<file path="src/rtl/coin_pkg.sv">
// Shared definitions for the coin collision engine and the coin renderer.
package coin_pkg;

    localparam int COORD_W          = 10;
    localparam int COIN_W_DEFAULT   = 16;
    localparam int COIN_H_DEFAULT   = 28;
    localparam int PLAYER_W_DEFAULT = 16;
    localparam int PLAYER_H_DEFAULT = 32;

    typedef enum logic [1:0] {
        IDLE,
        SCAN,
        DONE
    } collect_state_t;

endpackage

</file>
<file path="src/rtl/coin_collector_if.sv">
// Bus between the player/coin bank and the coin collector.
interface coin_collector_if #(
    parameter int N_COINS = 8
);
    logic [9:0]            player_x;
    logic [9:0]            player_y;
    logic [10*N_COINS-1:0] coin_x_all;
    logic [10*N_COINS-1:0] coin_y_all;
    logic [N_COINS-1:0]    coin_alive;
    logic [7:0]            coin_count;
    logic                  collect_pulse;
    logic                  all_collected;
    logic                  busy;

    modport master (
        output player_x, player_y, coin_x_all, coin_y_all,
        input  coin_alive, coin_count, collect_pulse, all_collected, busy
    );

    modport slave (
        input  player_x, player_y, coin_x_all, coin_y_all,
        output coin_alive, coin_count, collect_pulse, all_collected, busy
    );
endinterface

</file>
<file path="src/rtl/coin_hit_test.sv">
// Combinational player/coin rectangle overlap; edges that only touch are not a hit.
module coin_hit_test #(
    parameter int COIN_W   = 16,
    parameter int COIN_H   = 28,
    parameter int PLAYER_W = 16,
    parameter int PLAYER_H = 32
) (
    input  logic [9:0] px,
    input  logic [9:0] py,
    input  logic [9:0] cx,
    input  logic [9:0] cy,
    output logic       hit
);
    // 11-bit sums keep right/bottom edges from wrapping near the world limit
    logic [10:0] px_e, py_e, cx_e, cy_e;
    logic [10:0] p_right, p_bottom, c_right, c_bottom;

    assign px_e     = {1'b0, px};
    assign py_e     = {1'b0, py};
    assign cx_e     = {1'b0, cx};
    assign cy_e     = {1'b0, cy};
    assign p_right  = px_e + 11'(PLAYER_W);
    assign p_bottom = py_e + 11'(PLAYER_H);
    assign c_right  = cx_e + 11'(COIN_W);
    assign c_bottom = cy_e + 11'(COIN_H);

    assign hit = (cx_e < p_right) && (px_e < c_right) &&
                 (cy_e < p_bottom) && (py_e < c_bottom);
endmodule

</file>
<file path="src/rtl/coin_collector.sv">
// Frame-triggered coin collision scanner: one coin per Clk, clears touched coins.
module coin_collector
    import coin_pkg::*;
#(
    parameter int N_COINS  = 8,
    parameter int COIN_W   = COIN_W_DEFAULT,
    parameter int COIN_H   = COIN_H_DEFAULT,
    parameter int PLAYER_W = PLAYER_W_DEFAULT,
    parameter int PLAYER_H = PLAYER_H_DEFAULT
) (
    input  logic             Clk,
    input  logic             Reset,
    input  logic             frame_clk,
    input  logic             enable,
    coin_collector_if.slave  bus
);
    collect_state_t     state, state_nxt;
    logic               fd, rise;
    logic [9:0]         px, py;
    logic [7:0]         idx;
    logic               hit_frame;
    logic [N_COINS-1:0] alive;
    logic [7:0]         count;
    logic               pulse;
    logic               all_done;

    logic [9:0]         cx, cy;
    logic               alive_sel;
    logic [N_COINS-1:0] sel_mask;
    logic               hit;
    logic               last;

    always_comb begin
        cx        = '0;
        cy        = '0;
        alive_sel = 1'b0;
        sel_mask  = '0;
        for (int k = 0; k < N_COINS; k++) begin
            if (idx == 8'(k)) begin
                cx          = bus.coin_x_all[10*k +: 10];
                cy          = bus.coin_y_all[10*k +: 10];
                alive_sel   = alive[k];
                sel_mask[k] = 1'b1;
            end
        end
    end

    assign last = (idx == 8'(N_COINS - 1));

    coin_hit_test #(
        .COIN_W   (COIN_W),
        .COIN_H   (COIN_H),
        .PLAYER_W (PLAYER_W),
        .PLAYER_H (PLAYER_H)
    ) u_hit (
        .px  (px),
        .py  (py),
        .cx  (cx),
        .cy  (cy),
        .hit (hit)
    );

    always_ff @(posedge Clk) begin
        if (Reset) state <= IDLE;
        else       state <= state_nxt;
    end

    always_comb begin
        state_nxt = state;
        case (state)
            IDLE:    if (rise && enable) state_nxt = SCAN;
            SCAN:    if (last) state_nxt = DONE;
            DONE:    state_nxt = IDLE;
            default: state_nxt = IDLE;
        endcase
    end

    always_ff @(posedge Clk) begin
        if (Reset) begin
            fd        <= 1'b0;
            rise      <= 1'b0;
            px        <= '0;
            py        <= '0;
            idx       <= '0;
            hit_frame <= 1'b0;
            alive     <= '1;
            count     <= '0;
            pulse     <= 1'b0;
            all_done  <= 1'b0;
        end else begin
            fd    <= frame_clk;
            rise  <= frame_clk & ~fd;
            pulse <= 1'b0;
            case (state)
                IDLE: begin
                    if (rise && enable) begin
                        px        <= bus.player_x;
                        py        <= bus.player_y;
                        idx       <= '0;
                        hit_frame <= 1'b0;
                    end
                end
                SCAN: begin
                    // collected coins park at (0,0), so only live coins may score
                    if (alive_sel && hit) begin
                        alive     <= alive & ~sel_mask;
                        count     <= count + 8'd1;
                        hit_frame <= 1'b1;
                    end
                    if (!last) idx <= idx + 8'd1;
                end
                DONE: begin
                    pulse    <= hit_frame;
                    all_done <= (alive == '0);
                end
                default: ;
            endcase
        end
    end

    assign bus.coin_alive    = alive;
    assign bus.coin_count    = count;
    assign bus.collect_pulse = pulse;
    assign bus.all_collected = all_done;
    assign bus.busy          = (state != IDLE);
endmodule

</file>
<file path="src/flat_wrapper.sv">
// flat-port wrapper written by rule: the top's interface ports become plain ports
module coin_collector_flat import coin_pkg::*;
#(
    parameter int N_COINS  = 8,
    parameter int COIN_W   = COIN_W_DEFAULT,
    parameter int COIN_H   = COIN_H_DEFAULT,
    parameter int PLAYER_W = PLAYER_W_DEFAULT,
    parameter int PLAYER_H = PLAYER_H_DEFAULT
)
  (Clk, Reset, frame_clk, enable, bus_player_x, bus_player_y, bus_coin_x_all, bus_coin_y_all, bus_coin_alive, bus_coin_count, bus_collect_pulse, bus_all_collected, bus_busy);
  coin_collector_if #(.N_COINS(N_COINS)) bus_i ();
  input  logic Clk;
  input  logic Reset;
  input  logic frame_clk;
  input  logic enable;
  input wire logic [$bits(bus_i.player_x)-1:0] bus_player_x;
  input wire logic [$bits(bus_i.player_y)-1:0] bus_player_y;
  input wire logic [$bits(bus_i.coin_x_all)-1:0] bus_coin_x_all;
  input wire logic [$bits(bus_i.coin_y_all)-1:0] bus_coin_y_all;
  output wire logic [$bits(bus_i.coin_alive)-1:0] bus_coin_alive;
  output wire logic [$bits(bus_i.coin_count)-1:0] bus_coin_count;
  output wire logic [$bits(bus_i.collect_pulse)-1:0] bus_collect_pulse;
  output wire logic [$bits(bus_i.all_collected)-1:0] bus_all_collected;
  output wire logic [$bits(bus_i.busy)-1:0] bus_busy;
  assign bus_i.player_x = bus_player_x;
  assign bus_i.player_y = bus_player_y;
  assign bus_i.coin_x_all = bus_coin_x_all;
  assign bus_i.coin_y_all = bus_coin_y_all;
  assign bus_coin_alive = bus_i.coin_alive;
  assign bus_coin_count = bus_i.coin_count;
  assign bus_collect_pulse = bus_i.collect_pulse;
  assign bus_all_collected = bus_i.all_collected;
  assign bus_busy = bus_i.busy;
  coin_collector #(.N_COINS(N_COINS), .COIN_W(COIN_W), .COIN_H(COIN_H), .PLAYER_W(PLAYER_W), .PLAYER_H(PLAYER_H)) u_core (.Clk(Clk), .Reset(Reset), .frame_clk(frame_clk), .enable(enable), .bus(bus_i));
endmodule
</file>
<file path="config.mk">
export PLATFORM = sky130hd
export DESIGN_NAME = coin_collector_flat
export DESIGN_NICKNAME = d
export VERILOG_FILES = /design/src/rtl/coin_pkg.sv /design/src/rtl/coin_collector_if.sv /design/src/rtl/coin_hit_test.sv /design/src/rtl/coin_collector.sv /design/src/flat_wrapper.sv
export SDC_FILE = /design/constraint.sdc
export NUM_CORES = 1
export LEC_CHECK = 0
export ABC_AREA = 1
export CAP_MARGIN = 20
export CELL_PAD_IN_SITES_DETAIL_PLACEMENT = 1
export CELL_PAD_IN_SITES_GLOBAL_PLACEMENT = 1
export CORE_ASPECT_RATIO = 2
export CORE_UTILIZATION = 29
export CTS_CLUSTER_SIZE = 14
export DETAILED_ROUTE_END_ITERATION = 10
export PLACE_DENSITY = 0.86
export SYNTH_ARGS = -nofsm -noshare
export SYNTH_HDL_FRONTEND = slang
export SYNTH_SLANG_ARGS = --single-unit
</file>
<file path="constraint.sdc">
create_clock -name Clk -period 5.3 [get_ports Clk]
set_clock_uncertainty 0.15 [all_clocks]
set_input_delay 1.325 -clock Clk [delete_from_list [all_inputs] [get_ports Clk]]
set_output_delay 1.325 -clock Clk [all_outputs]
set_load 0.02 [all_outputs]
</file>
==> run summary <==
final hold violations - 0
Critical Path End Type - flop
DRT antenna net count - 0
Synth Cell Area - 5050 sq um
WL/cell - 17.5 um
cts repair resizes - 0
Post-CTS Hold Fix Bufs - 0
I/O pin cnt - 203
peak supply drop - 230 uV
Detailed Route WL - 21,600 um
register area share after synthesis - 0.202
Max Cap Viol - 0
synthesized area per cell - 6.04 sq um
DRC - 0
Area Growth Syn to Fin - 47.1%
number of slew-limit violations in the final report - 0
initial core utilization - 0.299
Post-DP HPWL - 17,900 um
asr flop ratio synth - 0
Core ar. - 16,800 sq um
Final Cell Area - 7420 sq um
hold depth - 1
global route overflow - 0
nets - 1,252
Ys Warns - 0
Post-synth EDFFs - 0
required time worst endpoint - 5.36 ns
CTS Buf Count - 5
endpoints failing setup - 0
FP Rows - 67
Period Utilization, post-route - 0.898
Crit path largest cell delay - 0.50 ns
Critical Path Stages - 29
total power - 1.20 mW
Reg clk slew, reported paths - 0.08 ns
syn nets - 1,064
LEAKAGE - 3.34 nW
Die X - 95.3 um
post-DR vias/cell - 5.04
Syn Inst Count - 836
vias in the first global route - 6,509
RSZ-0062 raised after global routing - false
GP Congestion - 0.912
Crit-path slowest cell - nand4_1
status - complete, no violations
FF+latch count, synth - 51
die area - 18,000 sq um
Cell Int Power - 0.803 mW
most common cell after layout, fill and taps aside - nand2_1
pwr dens - 161 nW/um^2
worst skew pair latency - 0.31 ns
Most used DFF post-synth - dfxtp_1
drt first pass iters - 5
crit path kind - flop to flop
worst-margin pin slew - 0.804 ns
H-tree levels - 2
Flop pwr share - 0.335
most used cell, CP - nand2_1
Clock Sinks - 51
chip height - 189 um
Total GRT Usage - 0.240
combinational share of power - 0.375
sw frac - 0.328
most frequent cells in the layout - nand2_1, clkdlybuf4s50_1, nor2_1
pin count of the biggest net entering global routing - 39
share of cells above drive strength 1 - 0.0605
Placed Area - 7240 sq um
first-pass GRT wire length - 32,800 um
post-synth cell types - 41
CP top delay family - simple AND/OR/NAND/NOR gates
fmax - 0.210 GHz
Crit Path Max Fanout - 9
antenna violations before repair - 2
CP Launch Type - flop
CP bufs+invs - 5
CTS Root Cell - clkbuf_16
min-delay worst type - flop to flop
Slew headroom - 0.463
DR iter-0 viols - 174
DR vias - 6,225
CP arrival - 4.82 ns
post-CTS setup buffer count - 0
number of port buffers - 202
Tmin final - 4.76 ns
Clock Tree Buf Depth - 2
clock power share - 0.289
Setup TNS - 0 ns
worst reg-to-reg path cell count - 29
CTS tree - done
Switch Pwr - 0.392 mW
## logic make-up after synthesis
kind of cell,share of synthesized area
xor+xnor,0.0278
fa+ha+maj,0.109
buf+inv,0.114
simple gates,0.352
flops,0.202
compound gates,0.195
## worst register-to-register path, delay by kind of cell (launching register included)
family | cells | cell delay, ns
flip-flops | 1 | 0.33
adder cells (fa/ha/maj) | 3 | 0.78
AND/OR/NAND/NOR | 14 | 1.67
AO/OA/AOI/OAI | 6 | 0.80
buffers and inverters | 5 | 0.76
XOR/XNOR | 1 | 0.18
## worst paths after layout
kind | from | to | slack, ns
max | u_core.idx[1] | u_core.bus.coin_alive[6] | 0.54
min reg2reg | u_core.fd | u_core.rise | 0.25
min | u_core.fd | u_core.rise | 0.25
max reg2reg | u_core.idx[1] | u_core.bus.coin_alive[6] | 0.54
## routing by layer
metal | share of wire | up-vias | global-route usage
li1 | - | 3098 | -
met1 | 0.36 | 2910 | 0.229
met2 | 0.55 | 175 | 0.471
met3 | 0.052 | 42 | 0.0347
met4 | 0.038 | 0 | 0.117
met5 | 0 | - | 0
## synthesized netlist by cell type, types with 5 or more instances
library cell	number	area, sq um
o211ai_1	7	52.6
nor2_1	103	387
nor2_2	5	31.3
buf_2	13	65.1
xnor2_1	7	61.3
inv_2	8	30.0
o21ai_1	17	85.1
nand3_1	46	230
or2_2	7	43.8
clkbuf_1	14	52.6
nand2_1	205	769
nor3_1	13	65.1
nor2_4	6	67.6
o21ai_0	55	275
xor2_1	9	78.8
ha_1	44	551
nand4_1	14	87.6
a21oi_1	78	390
inv_1	93	349
dfxtp_1	51	1020
## through the flow
stage	utilization	instances	worst slack, ns	hold slack (ns)
finish	0.440	1234	0.540	0.247
global route	0.440	1234	0.0769	0.289
CTS	0.438	1231	0.513	0.250
detailed placement	0.429	1223	0.232	0.240
global placement	0.429	1223	0.316	0.229
floorplan	-	836	1.28	0.223
## flip-flops by register name, summed over array words and instances (netlist names), 2 cells and up
signal and cells:
u_core.bus.coin_alive 8, u_core.bus.coin_count 8, u_core.idx 8, u_core.px 10, u_core.py 10, u_core.state 2
## power by group through the flow
stage	registers, mW	clock network, mW	logic, mW
3_3_place_gp	0.410	0	0.430
6_report	0.401	0.346	0.448
2_1_floorplan	0.408	0	0.224
4_1_cts	0.401	0.358	0.449
5_1_grt	0.402	0.369	0.502
3_5_place_dp	0.410	0	0.445
## final cells by class
type	count	area, sq um
Antenna cell	2	5.00
Clock buffer	5	125
Clock inverter	3	27.5
Fill cell	2275	9430
Inverter	101	379
Multi-Input combinational cell	648	3450
Sequential cell	51	1020
Tap cell	207	259
Timing Repair Buffer	217	2150
No activity file was read; power rests on OpenSTA's default activity.
